File: config.mk
export PLATFORM = sky130hd
export DESIGN_NAME = btog_stream
export DESIGN_NICKNAME = d
export VERILOG_FILES = /design/src/rtl/btog_stream.sv
export SDC_FILE = /design/constraint.sdc
export NUM_CORES = 1
export LEC_CHECK = 0
export ABC_AREA = 1
export CAP_MARGIN = 20
export CELL_PAD_IN_SITES_DETAIL_PLACEMENT = 1
export CELL_PAD_IN_SITES_GLOBAL_PLACEMENT = 1
export CORE_MARGIN = 3
export CORE_UTILIZATION = 35
export CTS_CLUSTER_DIAMETER = 100
export DETAILED_ROUTE_END_ITERATION = 8
export GPL_TIMING_DRIVEN = 0
export HOLD_SLACK_MARGIN = 0.12
export PLACE_DENSITY = 0.87
export SLEW_MARGIN = 30
export SYNTH_ARGS = -nofsm -noshare
export SYNTH_HDL_FRONTEND = slang
export SYNTH_SLANG_ARGS = --single-unit
File: constraint.sdc
create_clock -name clk -period 2 [get_ports clk]
set_input_delay 0.2 -clock clk [delete_from_list [all_inputs] [get_ports clk]]
set_output_delay 0.2 -clock clk [all_outputs]
set_load 0.03 [all_outputs]
File: src/rtl/btog_stream.sv
// btog_stream: binary-to-Gray encoder feeding a 2-entry valid/ready FIFO.
module btog_stream #(
    parameter int W  = 4,
    parameter int CW = 8
) (
    input  logic          clk,
    input  logic          rst,
    input  logic [W-1:0]  b,
    input  logic          in_valid,
    output logic          in_ready,
    output logic [W-1:0]  g,
    output logic          out_valid,
    input  logic          out_ready,
    output logic [CW-1:0] xfer_cnt
);
    logic [W-1:0] mem [2];
    logic         wr_ptr, rd_ptr;
    logic [1:0]   occ;
    logic         push, pop;
    logic [W-1:0] enc;
    always_comb begin
        enc       = b ^ (b >> 1);
        in_ready  = !occ[1] && !rst;
        out_valid = occ != 2'd0;
        push      = in_valid && in_ready;
        pop       = out_valid && out_ready;
        // g comes straight from storage, never from b; forced to 0 when empty
        g         = out_valid ? mem[rd_ptr] : '0;
    end
    always_ff @(posedge clk) begin
        if (rst) begin
            occ      <= 2'd0;
            wr_ptr   <= 1'b0;
            rd_ptr   <= 1'b0;
            xfer_cnt <= '0;
        end else begin
            if (push) wr_ptr <= ~wr_ptr;
            if (pop) begin
                rd_ptr   <= ~rd_ptr;
                xfer_cnt <= xfer_cnt + 1'b1;
            end
            occ <= occ + {1'b0, push} - {1'b0, pop};
        end
    end
    always_ff @(posedge clk) begin
        if (!rst && push) mem[wr_ptr] <= enc;
    end
endmodule

==> qor.txt <==
worst endpoint required time -> 1.80 ns
final cycle utilization of the critical path -> 0.943
Vias/cell -> 4.81
post-synthesis sequential area ratio -> 0.519
WP buf/inv -> 2
Rows -> 18
final setup fails -> 0
leading area contributor after synthesis -> dfxtp_1
All-Layer GR Usage -> 0.152
RSZ-0062 raised after global routing -> no
DRT Pass-1 Iters -> 4
worst slew pin tran -> 0.388 ns
FF-to-FF End -> occ[1]$_SDFF_PP0_
Syn Nets -> 126
I/O pins -> 22
Syn Area/Cell -> 8.39 um^2
setup_tns -> 0 ns
clk_lat worst skew -> 0.30 ns
Setup crit end kind -> output port
average routed wire per standard cell -> 13.6 um
largest net degree at the start of global routing -> 12
total gr overflow -> 0
HPWL after DPL -> 1.81 mm
vias in the first global route -> 884
Critical Path AT -> 1.69 ns
die area -> 3420 um^2
Total Wirelength -> 2.32 mm
worst r2r path cells -> 9
post-synth top area share -> 0.270
Synth Instances -> 115
Initial Util -> 0.379
nets -> 152
Post-Syn Area -> 965 um^2
YS warnings -> 0
Seq cells post-synth -> 21
crit-path leading delay family -> buffers and inverters
TritonCTS Sinks -> 21
Final min period -> 1.89 ns
post-route ant nets -> 0
number of cells on the critical path -> 4
most common cell after layout, fill and taps aside -> nand2_1
VDD IR max -> 634 uV
Worst Skew -> 0.00691 ns
outcome -> finished, final reports clean
Layout area overhead -> 28.8%
critical path, cell by cell -> inv_1 -> nand2_1 -> a21oi_1 -> clkdlybuf4s50_1
Die X -> 58.5 um
# hold bufs at CTS -> 0
fmax -> 530 MHz
clock-pin slew on the worst setup and hold paths -> 0.12 ns
Cell variety after synth -> 18
Power Density -> 1140 nW/um^2
Power Total -> 1420 uW
# H-tree levels -> 1
worst relative slew slack -> 0.741
Worst Setup EP -> g[1]
Max-Cap Viols -> 0
initial antenna violation count -> 0
r2r setup slk -> 0.19 ns
CP Launch Type -> flop
critical path's largest stage delay -> 0.69 ns
leak pwr -> 0.000502 uW
n_diodes -> 0
Final Hold Fails -> 0
Worst Path Max Fanout -> 5
class of the tightest hold or removal check -> reg -> reg
synth top area cells -> dfxtp_1 (27%), edfxtp_1 (25%), nand2_1 (10%)
drt first-iter violations -> 25
layout cell share with drive strength beyond 1 -> 0.0714
Max clock buf depth -> 2
routability congestion estimate -> 0.753
Finished Core Util -> 0.488
core area -> 2540 um^2
TritonCTS clock tree -> yes
Final Slew Violations -> 0
I/O Buffers -> 21
root buf cell -> clkbuf_4
first-pass GRT wire length -> 3.88 mm
Die Y -> 58.5 um
CTS buffer count -> 3
crit path kind -> reg -> out
post-route DRC violation count -> 0
most frequent cells in the layout -> nand2_1 (26), clkdlybuf4s50_1 (21), nor2_1 (17)
reg2reg start -> occ[1]$_SDFF_PP0_
slowest cell on the critical path -> clkdlybuf4s50_1
Post-CTS Setup Repair Bufs -> 0
DR vias -> 817
## synth_stat cells
| cell | n |
|---|---|
| nand2_1 | 26 |
| nor2_1 | 18 |
| inv_1 | 16 |
| dfxtp_1 | 13 |
| a21oi_1 | 9 |
| edfxtp_1 | 8 |
| nand3_1 | 5 |
| xor2_1 | 4 |
| ha_1 | 3 |
| nor2_4 | 3 |
| nand4_1 | 2 |
| o21ai_0 | 2 |
| buf_6 | 1 |
| inv_2 | 1 |
| nor3_1 | 1 |
| nor3b_1 | 1 |
| o21ai_1 | 1 |
| o21bai_1 | 1 |
## routing by layer
layer | vias to the layer above | GRT usage | wire length [um] | part of all wire
met2 | 12 | 0.257 | 1220 | 0.52
met4 | 0 | 0.103 | 41 | 0.018
li1 | 417 | - | - | -
met3 | 4 | 0.0241 | 55 | 0.024
met5 | - | 0 | 0 | 0
met1 | 384 | 0.175 | 1010 | 0.43
## cell type report
type / count / area [um^2]
sequential: 21 / 502
multi-input combinational: 76 / 392
clock buffer: 4 / 26.3
timing repair buffer: 21 / 210
fill: 317 / 1300
buffer: 1 / 11.3
tap: 30 / 37.5
inverter: 17 / 63.8
## repair_timing
item | 4_1_cts | 5_1_grt
setup endpoints to repair | 0 | 1
gates resized for setup | 0 | 2
endpoints found under the hold margin | 0 | 0
## worst min path at each step
| stage | from | to | slack (ns) | cells after the start |
|---|---|---|---|---|
| 6_report | rd_ptr$_SDFFE_PP0P_ | flop | 0.49 | 1 |
| 2_1_floorplan | rst | occ[0]$_SDFF_PP0_ | 0.27 | 1 |
| 3_5_place_dp | rd_ptr$_SDFFE_PP0P_ | flop | 0.46 | 1 |
| 4_1_cts | rd_ptr$_SDFFE_PP0P_ | flop | 0.50 | 1 |
| 5_1_grt | b[3] | mem[0][3]$_DFFE_PP_ | 0.54 | 1 |
| 3_3_place_gp | rd_ptr$_SDFFE_PP0P_ | rd_ptr$_SDFFE_PP0P_ | 0.44 | 1 |
## power by group
group	switching (uW)	leakage (uW)	internal, uW
sequential	62.3	0.000180	513
combinational	397	0.000308	245
clock	125	0.0000150	77.7
total	584	0.000502	836
## cell families after synthesis
| kind of cell | count (synthesis) | synth area share |
|---|---|---|
| XOR/XNOR | 4 | 0.0363 |
| flip-flops | 21 | 0.519 |
| buffers and inverters | 18 | 0.0778 |
| AO/OA/AOI/OAI | 13 | 0.0700 |
| adder cells (fa/ha/maj) | 3 | 0.0389 |
| AND/OR/NAND/NOR | 56 | 0.258 |
## sequential cells by signal (all words and copies together), names as in the netlist, named ones only
| register | cells |
|---|---|
| mem | 8 |
| xfer_cnt | 8 |
| occ | 2 |
| rd_ptr | 1 |
| wr_ptr | 1 |
## metrics by stage
stage	instances	instance area [um^2]	hold slack [ns]	worst slack [ns]
2_1_floorplan	115	965	0.271	0.0475
3_3_place_gp	166	1210	0.437	-0.0668
3_5_place_dp	166	1210	0.464	-0.123
4_1_cts	170	1240	0.497	0.0805
5_1_grt	170	1240	0.537	0.00935
6_report	170	1240	0.495	0.113
Power figures use the tool's default switching activity.
